--- src/rtl/text_overlay_pipe_pkg.sv ---
// text_overlay_pipe_pkg: shared geometry, ASCII constants, mode/FSM encodings and BCD helper
package text_overlay_pipe_pkg;
  localparam int CHAR_H_SH = 3;
  localparam int ROW_W = 4;
  localparam logic [6:0] ASCII_SPACE = 7'd32;
  localparam logic [6:0] ASCII_A_BASE = 7'd64;
  localparam logic [6:0] ASCII_0 = 7'd48;
  typedef enum logic [1:0] {MODE_TEXT, MODE_DICT, MODE_NUM, MODE_TEXT3} mode_e;
  typedef enum logic [1:0] {BCD_IDLE, BCD_SHIFT, BCD_DONE} bcd_state_e;
  function automatic logic [3:0] dabble(input logic [3:0] n);
    return n >= 4'd5 ? n + 4'd3 : n;
  endfunction
endpackage

--- src/rtl/ascii_rom.sv ---
// ascii_rom: portrait glyph ROM, address {ascii,row}, one-cycle synchronous read
module ascii_rom (
  input  logic        clk,
  input  logic [10:0] addr,
  output logic [7:0]  data
);
  logic [39:0] g;
  logic [39:0] gs;
  logic [7:0] data_d, data_q;
  always_comb begin
    case (addr[10:4])
      7'd32: g = 40'h00_00_00_00_00;
      7'd48: g = 40'h3E_51_49_45_3E;
      7'd49: g = 40'h00_42_7F_40_00;
      7'd50: g = 40'h42_61_51_49_46;
      7'd51: g = 40'h21_41_45_4B_31;
      7'd52: g = 40'h18_14_12_7F_10;
      7'd53: g = 40'h27_45_45_45_39;
      7'd54: g = 40'h3C_4A_49_49_30;
      7'd55: g = 40'h01_71_09_05_03;
      7'd56: g = 40'h36_49_49_49_36;
      7'd57: g = 40'h06_49_49_29_1E;
      7'd65: g = 40'h7E_11_11_11_7E;
      7'd66: g = 40'h7F_49_49_49_36;
      7'd67: g = 40'h3E_41_41_41_22;
      7'd68: g = 40'h7F_41_41_22_1C;
      7'd69: g = 40'h7F_49_49_49_41;
      default: g = 40'hFF_81_81_81_FF;
    endcase
    gs = g << (8 * int'(addr[3:0]));
    data_d = gs[39:32];
  end
  always_ff @(posedge clk) data_q <= data_d;
  assign data = data_q;
endmodule

--- src/rtl/bin2bcd_seq.sv ---
// bin2bcd_seq: sequential double-dabble converter, NUM_W shift cycles then one DONE cycle
module bin2bcd_seq
  import text_overlay_pipe_pkg::*;
#(
  parameter int NUM_W = 10,
  parameter int NUM_DIGITS = 4
) (
  input  logic                    clk,
  input  logic                    rst_n,
  input  logic                    load,
  input  logic [NUM_W-1:0]        bin,
  output logic                    busy,
  output logic                    done,
  output logic [4*NUM_DIGITS-1:0] bcd,
  output logic [NUM_DIGITS-1:0]   blank_mask
);
  localparam int BW = 4 * NUM_DIGITS;
  localparam int CW = $clog2(NUM_W + 1);
  bcd_state_e state_q;
  logic [BW-1:0] bcd_q, adj;
  logic [NUM_W-1:0] bin_q;
  logic [CW-1:0] cnt_q;
  logic lead;
  always_comb begin
    adj = '0;
    for (int i = 0; i < NUM_DIGITS; i++) adj[4*i+:4] = dabble(bcd_q[4*i+:4]);
    lead = 1'b1;
    blank_mask = '0;
    for (int k = NUM_DIGITS - 1; k >= 0; k--) begin
      lead = lead && bcd_q[4*k+:4] == 4'd0;
      blank_mask[k] = lead && k != 0;
    end
  end
  always_ff @(posedge clk or negedge rst_n)
    if (!rst_n) begin
      state_q <= BCD_IDLE;
      bcd_q <= '0;
      bin_q <= '0;
      cnt_q <= '0;
    end else if (load) begin
      state_q <= BCD_SHIFT;
      bcd_q <= '0;
      bin_q <= bin;
      cnt_q <= '0;
    end else begin
      case (state_q)
        BCD_SHIFT: begin
          {bcd_q, bin_q} <= {adj, bin_q} << 1;
          cnt_q <= cnt_q + 1'b1;
          state_q <= cnt_q == CW'(NUM_W - 1) ? BCD_DONE : BCD_SHIFT;
        end
        BCD_DONE: state_q <= BCD_IDLE;
        default: state_q <= BCD_IDLE;
      endcase
    end
  assign busy = state_q != BCD_IDLE;
  assign done = state_q == BCD_DONE && !load;
  assign bcd = bcd_q;
endmodule

--- src/rtl/text_overlay_pipe.sv ---
// text_overlay_pipe: two-stage text/dict/number overlay with blinking cursor over a pixel window
module text_overlay_pipe
  import text_overlay_pipe_pkg::*;
#(
  parameter int NCHARS = 25,
  parameter int NUM_W = 10,
  parameter int NUM_DIGITS = 4,
  parameter int BLINK_FR = 30,
  parameter int COL_OK = 3,
  parameter int COL_BAD = 2
) (
  input  logic                  clk,
  input  logic                  rst_n,
  input  logic                  valid,
  input  logic [9:0]            vgax,
  input  logic [9:0]            vgay,
  input  logic [9:0]            sx,
  input  logic [9:0]            sy,
  input  logic [9:0]            ex,
  input  logic [9:0]            ey,
  input  logic [1:0]            mode,
  input  logic [NCHARS*5-1:0]   text,
  input  logic [5:0]            correct,
  input  logic [5:0]            tot,
  input  logic                  cursor_en,
  input  logic                  frame_tick,
  input  logic [NUM_W-1:0]      num,
  input  logic                  num_load,
  input  logic [2:0]            font_color,
  input  logic [2:0]            background_color,
  output logic [2:0]            pixel,
  output logic                  num_busy
);
  localparam int BCW = $clog2(BLINK_FR > 1 ? BLINK_FR : 2);
  logic [9:0] dy;
  logic [9-CHAR_H_SH:0] id;
  logic [ROW_W-1:0] row;
  logic [4:0] code;
  logic [3:0] digit;
  logic nblank;
  logic [6:0] ascii;
  logic [7:0] rom_data;
  logic show_d, show_q, cur_d, cur_q, glyph, blink_d, blink_q, num_done;
  logic [2:0] bit_d, bit_q, bg_d, bg_q, fg_q, pixel_d, pixel_q;
  logic [BCW-1:0] blink_cnt_d, blink_cnt_q;
  logic [4*NUM_DIGITS-1:0] num_bcd, digits_d, digits_q;
  logic [NUM_DIGITS-1:0] num_blank, blank_d, blank_q;
  bin2bcd_seq #(.NUM_W(NUM_W), .NUM_DIGITS(NUM_DIGITS)) conv (
    .clk(clk), .rst_n(rst_n), .load(num_load), .bin(num), .busy(num_busy),
    .done(num_done), .bcd(num_bcd), .blank_mask(num_blank)
  );
  ascii_rom rom (.clk(clk), .addr({ascii, row}), .data(rom_data));
  always_comb begin
    dy = vgay - sy;
    id = dy[9:CHAR_H_SH];
    row = vgax[ROW_W-1:0] - sx[ROW_W-1:0];
    bit_d = dy[CHAR_H_SH-1:0];
    code = 5'd0;
    for (int i = 0; i < NCHARS; i++) code = int'(id) == i ? text[5*i+:5] : code;
    digit = 4'd0;
    nblank = 1'b0;
    for (int i = 0; i < NUM_DIGITS; i++) begin
      digit = int'(id) == i ? digits_q[4*(NUM_DIGITS-1-i)+:4] : digit;
      nblank = int'(id) == i ? !blank_q[NUM_DIGITS-1-i] : nblank;
    end
    ascii = mode == MODE_NUM ? (nblank ? ASCII_0 + 7'(digit) : ASCII_SPACE)
          : (code != 5'd0 ? ASCII_A_BASE + 7'(code) : ASCII_SPACE);
    show_d = valid && vgax >= sx && vgay >= sy && vgax < ex && vgay < ey;
    cur_d = mode != MODE_NUM && cursor_en && blink_q && id == {1'b0, tot} && int'(tot) < NCHARS;
    bg_d = mode != MODE_DICT ? background_color
         : id < {1'b0, correct} ? 3'(COL_OK)
         : id < {1'b0, tot} ? 3'(COL_BAD) : background_color;
    glyph = rom_data[~bit_q];
    pixel_d = !show_q ? 3'd0 : cur_q ? (glyph ? bg_q : fg_q) : (glyph ? fg_q : bg_q);
    blink_cnt_d = !frame_tick ? blink_cnt_q : blink_cnt_q == BCW'(BLINK_FR - 1) ? '0 : blink_cnt_q + 1'b1;
    blink_d = blink_q ^ (frame_tick && blink_cnt_q == BCW'(BLINK_FR - 1));
    digits_d = num_done ? num_bcd : digits_q;
    blank_d = num_done ? num_blank : blank_q;
  end
  always_ff @(posedge clk or negedge rst_n)
    if (!rst_n) begin
      show_q <= 1'b0;
      cur_q <= 1'b0;
      bit_q <= '0;
      fg_q <= '0;
      bg_q <= '0;
      pixel_q <= '0;
      blink_cnt_q <= '0;
      blink_q <= 1'b0;
      digits_q <= '0;
      blank_q <= '1;
    end else begin
      show_q <= show_d;
      cur_q <= cur_d;
      bit_q <= bit_d;
      fg_q <= font_color;
      bg_q <= bg_d;
      pixel_q <= pixel_d;
      blink_cnt_q <= blink_cnt_d;
      blink_q <= blink_d;
      digits_q <= digits_d;
      blank_q <= blank_d;
    end
  assign pixel = pixel_q;
endmodule

--- config.mk ---
export PLATFORM = sky130hd
export DESIGN_NAME = text_overlay_pipe
export DESIGN_NICKNAME = d
export VERILOG_FILES = /design/src/rtl/text_overlay_pipe_pkg.sv /design/src/rtl/ascii_rom.sv /design/src/rtl/bin2bcd_seq.sv /design/src/rtl/text_overlay_pipe.sv
export SDC_FILE = /design/constraint.sdc
export NUM_CORES = 1
export LEC_CHECK = 0
export ABC_AREA = 1
export ABC_CLOCK_PERIOD_IN_PS = 3320
export CAP_MARGIN = 10
export CELL_PAD_IN_SITES_DETAIL_PLACEMENT = 1
export CELL_PAD_IN_SITES_GLOBAL_PLACEMENT = 2
export CORE_AREA = 2 2 177 179
export DETAILED_ROUTE_END_ITERATION = 7
export DIE_AREA = 0 0 179 181
export PLACE_DENSITY_LB_ADDON = 0.2
export REMOVE_ABC_BUFFERS = 1
export SLEW_MARGIN = 20
export SYNTH_ARGS = -nofsm -noshare
export SYNTH_HDL_FRONTEND = slang
export SYNTH_HIERARCHICAL = 1
export SYNTH_SLANG_ARGS = --single-unit
--- constraint.sdc ---
create_clock -name clk -period 3.32 [get_ports clk]
set_clock_uncertainty 0.1 [all_clocks]
set_input_delay 0.996 -clock clk [delete_from_list [all_inputs] [get_ports clk]]
set_output_delay 0.996 -clock clk [all_outputs]
set_load 0.01 [all_outputs]
# Yosys cells after proc, flatten, opt, wreduce, memory -nomap -nowiden

Index checks and enable logic that the tools add are counted.
Widths: inputs -> output; s select.

Bits of input ports: 221
Output and inout port bits: 4
Word-level logic and storage cells: 172
Register bits: 80

Add/sub/neg operators: 10
Multiplexer cells: 60
Order comparisons: 12
Eq/ne operators: 48
Reductions and logical operators: 24
Bitwise gates (word level): 2
Shift-type cells: 1

Operator list:

| kind                | count |
|---|---|
| $pmux 40 s16        | 1 |
| $eq 7x6->1 const B  | 20 |
| $mux 5              | 26 |
| $eq 7x5->1 const B  | 8 |
| $shl 40x7->40       | 1 |
| $mux 4              | 9 |
| $eq 7x7->1 const B  | 5 |
| $mux 16             | 2 |
| $eq 7x4->1 const B  | 4 |
| $mux 3              | 8 |
| $mux 7              | 3 |
| $ge 10x10->1        | 2 |
| $lt 10x10->1        | 2 |
| $mux 10             | 2 |
| $ge 4x3->1 const B  | 4 |
| $eq 7x3->1 const B  | 2 |
| $lt 7x6->1          | 2 |
| $add 4x2->4 const B | 3 |
| $logic_and 1x1->1   | 12 |
| $logic_not 4->1     | 3 |
| $sub 10x10->10      | 1 |
| $add 6x4->7 const A | 1 |
| $add 7x5->7 const A | 1 |
| $eq 7x2->1 const B  | 1 |
| 22 further kinds    | 34 |

# Longest topological paths before layout

Word-level depth: 33
Gate-level depth with buffers: 43
Depth with buffers taken out: 43

# Cells and area by module

Netlist, hierarchy kept.

By module, submodules not included:

| module            | area an instance (sq um) | cells an instance | times used |
|---|---|---|---|
| text_overlay_pipe | 4,874.7                  | 767               | 1 |
| bin2bcd_seq       | 1,838.0                  | 244               | 1 |
| ascii_rom         | 1,143.6                  | 213               | 1 |

# Worst setup path after synthesis

OpenSTA, ideal clock, no wires.

Kind: input-to-reg
Start point: input vgay[0]
End point: register rom.data_q[1], in the netlist rom/data[1]
Setup slack: -1,616 ps
Arrival time: 4,722 ps
Data required time: 3,106 ps
Cell stages on the path: 38
Library setup time: 114 ps
Path buffers: 2
Path through: inv_1 > ha_1 > fa_1 > inv_1 > nand2_2 > nand2_4 > nand2_2 > nand2_1 > nand2_1 > nand2_2 > nand2_4 > nor2_8 > buf_6 > nand2_2 > or2_0 > nand2_1 > nand4_1 > nand2_1 > [... 2 more ...] > nand4_1 > nand2_1 > nand3_1 > nand2_1 > nand4_1 > nor2_1 > nand3_1 > o21ai_1 > nand2_1 > nor2_2 > buf_6 > nand3_2 > nand2_4 > nor2_4 > nand4_1 > nand2_1 > a21oi_1 > nor2_1

Word-level cells in the longest chain between the ends: 33

RTL lines:

| item                                                    | RTL line                                                                  | text |
|---|---|---|
| start: declaration                                      | text_overlay_pipe.sv:16                                                   | `input logic [9:0] vgay,` |
| $sub 10x10->10 (*)                                      | text_overlay_pipe.sv:54                                                   | `dy = vgay - sy;` |
| $logic_not 7->1                                         | text_overlay_pipe.sv:59, text_overlay_pipe.sv:63, text_overlay_pipe.sv:64 |  |
| $mux 5 (25 in series)                                   | text_overlay_pipe.sv:59                                                   | `for (int i = 0; i < NCHARS; i++) code = int'(id) == i ? text[5*i+:5] : code;` |
| $add 7x5->7 / $reduce_bool 5->1 (equally long branches) | text_overlay_pipe.sv:67                                                   | `: (code != 5'd0 ? ASCII_A_BASE + 7'(code) : ASCII_SPACE);` |
| $mux 7                                                  | text_overlay_pipe.sv:67                                                   |  |
| $mux 7 (*)                                              | text_overlay_pipe.sv:66                                                   | `ascii = mode == MODE_NUM ? (nblank ? ASCII_0 + 7'(digit) : ASCII_SPACE)` |
| net ascii[5]                                            | text_overlay_pipe.sv:41                                                   | `logic [6:0] ascii;` |
| $eq 7x7->1 / $eq 7x6->1 (equally long branches)         | ascii_rom.sv:11                                                           | `case (addr[10:4])` |
| $pmux 40 s16 (*)                                        | ascii_rom.sv:11                                                           |  |
| $shl 40x7->40 (*)                                       | ascii_rom.sv:30                                                           | `gs = g << (8 * int'(addr[3:0]));` |
| end signal: assignment                                  | ascii_rom.sv:33                                                           | `always_ff @(posedge clk) data_q <= data_d;` |
| end: declaration                                        | ascii_rom.sv:9                                                            | `logic [7:0] data_d, data_q;` |

The timed path passes the listed nets; every way through them passes the cells marked *.
A chain may end at the register's enable or synchronous reset.

# Worst setup path in the final report

Start point: input vgay[0]
End point: register rom.data_q[2], in the netlist rom/data[2]

The elaborated chain is that of the path after synthesis.

==> flow_metrics.env <==
export IMPL_status="finished, violations left"
export IMPL_violations="setup timing"
export IMPL_drv_cap=0
export IMPL_viasPerCell=4.63
export IMPL_synthFlopType="dfrtp_1"
export IMPL_max_slew_margin=0.648
export IMPL_clk_path_buf_depth=2
export IMPL_slew_violations=0
export IMPL_timing_final_crit_share=1.62
export IMPL_crit_path_end_kind="register"
export IMPL_min_from="fg_q[0]"
export IMPL_ys_types=57
export IMPL_fmax_mhz=186
export IMPL_tightest_slew_ns=0.527
export IMPL_netlist_top_cells_area="dfrtp_1, nand2_1, ha_1, inv_1, nand3_1"
export IMPL_finalHoldViolCount=0
export IMPL_die_height_um=181
export IMPL_postSynthCellCount=1224
export IMPL_globalRouteTotalUtil=0.223
export IMPL_stdcell_count=2046
export IMPL_leakagePower_nw=6.68
export IMPL_synth_edf_count=0
export IMPL_htree_num_levels=3
export IMPL_hold_class="register to register"
export IMPL_cts_made_buffers=9
export IMPL_grt_pass1_wl_um=55600
export IMPL_critPathKind="input port to register"
export IMPL_drt_iter0_markers=331
export IMPL_dp_cells=1979
export IMPL_grt_max_degree=73
export IMPL_io_pin_count=225
export IMPL_yosysWarnings=6
export IMPL_postSynth_asyncResetShare=0.900
export IMPL_critPathRequiredTime_ns=3.52
export IMPL_fp_dieW_um=179
export IMPL_cts_tree="done"
export IMPL_cts_sinks=80
export IMPL_synth_top_area_cell="dfrtp_1"
export IMPL_seq_area_frac_synth=0.250
export IMPL_netlist_area_mm2=0.00786
export IMPL_critical_path_startpoint="vgay[0]"
export IMPL_ys_top_cells_by_count="nand2_1, inv_1, nor2_1"
export IMPL_drtPass1Iterations=4
export IMPL_clkTransAtPathRegs_ns=0.07
export IMPL_arrival_ns=5.57
export IMPL_rows=64
export IMPL_netlist_area_leader_share=0.217
export IMPL_postCtsHoldBufs=0
export IMPL_cts_root_buffer="clkbuf_16"
export IMPL_avgRoutedWirePerCell_um=17.3
export IMPL_ys_ff_latch=80
export IMPL_multiInputGateArea_mm2=0.00593
export IMPL_yosysMostFrequentCell="nand2_1"
export IMPL_initial_core_util=0.259
export IMPL_finalSetupViolCount=8
export IMPL_finalPower_w=0.00463
export IMPL_drive_above_1_share=0.298
export IMPL_ir_worst_vdd_mv=0.234
export IMPL_gp_congestion=0.868
export IMPL_fin_ws_ns=-2.05
export IMPL_clk_latency_ns=0.36
export IMPL_vias=9469
export IMPL_power_density_mw_per_mm2=348
export IMPL_rrSetupSlack_ns=0.49
export IMPL_fp_coreArea_mm2=0.0303
export IMPL_max_stage_delay_ns=0.36
export IMPL_io_buffers=224
export IMPL_syn_avg_cell_area_um2=6.42
export IMPL_die_area_mm2=0.0324
export IMPL_antenna_found_initial=5
export IMPL_ant_nets=0
export IMPL_rsz0062_at_grt="true"
export IMPL_crit_top_cell="nand2_4"
export IMPL_path_max_fanout=7
export IMPL_regArea_mm2=0.00197
export IMPL_timing_final_crit_period_ns=5.37
export IMPL_nets=1926
export IMPL_grt_pass1_vias=10400
export IMPL_cp_slowest_cell="fa_2"
export IMPL_wl_um=35400
export IMPL_start_kind="input port"
export IMPL_nFillCells=3757
export IMPL_syn_to_final_growth_pct=69.2
export IMPL_gr_total_overflow=0
export IMPL_place_hpwl_um=28300
export IMPL_drc=0
export IMPL_rr_startpoint="blank_q[1]"
area by class of cell:
class                      count  area share
antenna                        5    0.000941
clock buffer                   9      0.0169
clock inverter                 7     0.00452
inverter                     220      0.0631
multi-input combinational    910       0.446
sequential                    80       0.148
tap                          396      0.0373
timing repair buffer         419       0.283
cell usage in the layout (no fill, tap or decap), types with 6 or more instances in the layout:
master and instances:
ha_4 10, ha_1 52, nand2_1 311, dfrtp_1 68, o21ai_1 9, nand2_2 46
or2_2 11, a21oi_2 10, nor2_4 26, nor3_1 6, clkbuf_16 9, nand3_4 11
dfxtp_1 8, clkdlybuf4s50_1 205, buf_4 171, mux2_2 7, nor2_2 24, nand3_1 69
a21oi_1 26, nand3_2 17, nand4_1 44, nor2_1 75, inv_1 186, clkbuf_2 9
inv_2 30, o22ai_1 16, buf_6 24, o21ai_0 33, or2_0 7, nand2_4 39
layer usage:
layer | up-vias | share of wire | wire, um | track usage
li1 | 4726 | - | - | -
met1 | 4507 | 0.43 | 15100 | 0.267
met2 | 189 | 0.50 | 17800 | 0.392
met3 | 45 | 0.044 | 1550 | 0.0446
met4 | 2 | 0.025 | 886 | 0.0774
met5 | - | 0.00045 | 16 | 0
kinds of logic after synthesis:
logic type               after synthesis  share of synthesized area
AND/OR/NAND/NOR                      704                      0.411
AO/OA/AOI/OAI                        123                     0.0906
flip-flops                            80                      0.250
multiplexers                           7                     0.0100
XOR/XNOR                              10                     0.0131
adder cells (fa/ha/maj)               65                      0.105
other                                  1                   0.000477
buffers and inverters                234                      0.119
final timing paths:
path | endpoint | depth (start not counted)
max in group asynchronous | blank_q[0] | 2
min in group asynchronous | blink_cnt_q[0] | 2
max reg2reg | rom/data[6] | 20
max | rom/data[2] | 40
min | pixel[0] | 2
min reg2reg | pixel[0] | 2
report_power, final:
group          internal (W)  switching, W  total [W]
logic               0.00115       0.00130    0.00245
clock network      0.000523      0.000501    0.00102
registers           0.00108     0.0000724    0.00115
total               0.00275       0.00188    0.00463
sequential cells by signal (all words and copies together), names as in the netlist:
signal,cells
bg_q,3
blink_cnt_q,5
conv/cnt_q,4
pixel,3
bit_q,3
blink_q,1
blank_q,4
rom/data,8
digits_q,16
fg_q,3
conv/bin_q,10
show_q,1
cur_q,1
conv/state_q,2
conv/bcd,16
worst max-delay path, delay by kind of cell:
family / cells / cell delay (ns)
and+or+nand+nor: 29 / 2.88
adders and majority gates: 2 / 0.51
AOI/OAI and AO/OA: 2 / 0.35
buffers and inverters: 7 / 0.79
timing repair:
| action | CTS | global route |
|---|---|---|
| gates resized for setup | 209 | 118 |
| endpoints found under the hold margin | 0 | 0 |
| pin swaps | 78 | 66 |
| setup endpoints to repair | 13 | 12 |
| buffers inserted | 54 | 12 |
| cloned | 1 | 0 |
through the flow:
step / hold slack, ns / setup TNS, ns / cell area [um^2] / util / setup slack (ns)
after global routing: 0.407 / -18.80 / 13300 / 0.438 / -2.39
final: 0.388 / -16.00 / 13300 / 0.438 / -2.05
after global placement: 0.365 / -28.15 / 11600 / 0.383 / -3.18
after CTS: 0.385 / -17.56 / 13000 / 0.429 / -2.00
after detailed placement: 0.372 / -28.91 / 11600 / 0.383 / -3.21
after floorplan: 0.342 / -15.44 / 7750 / - / -1.98
No activity file was read; power rests on OpenSTA's default activity.
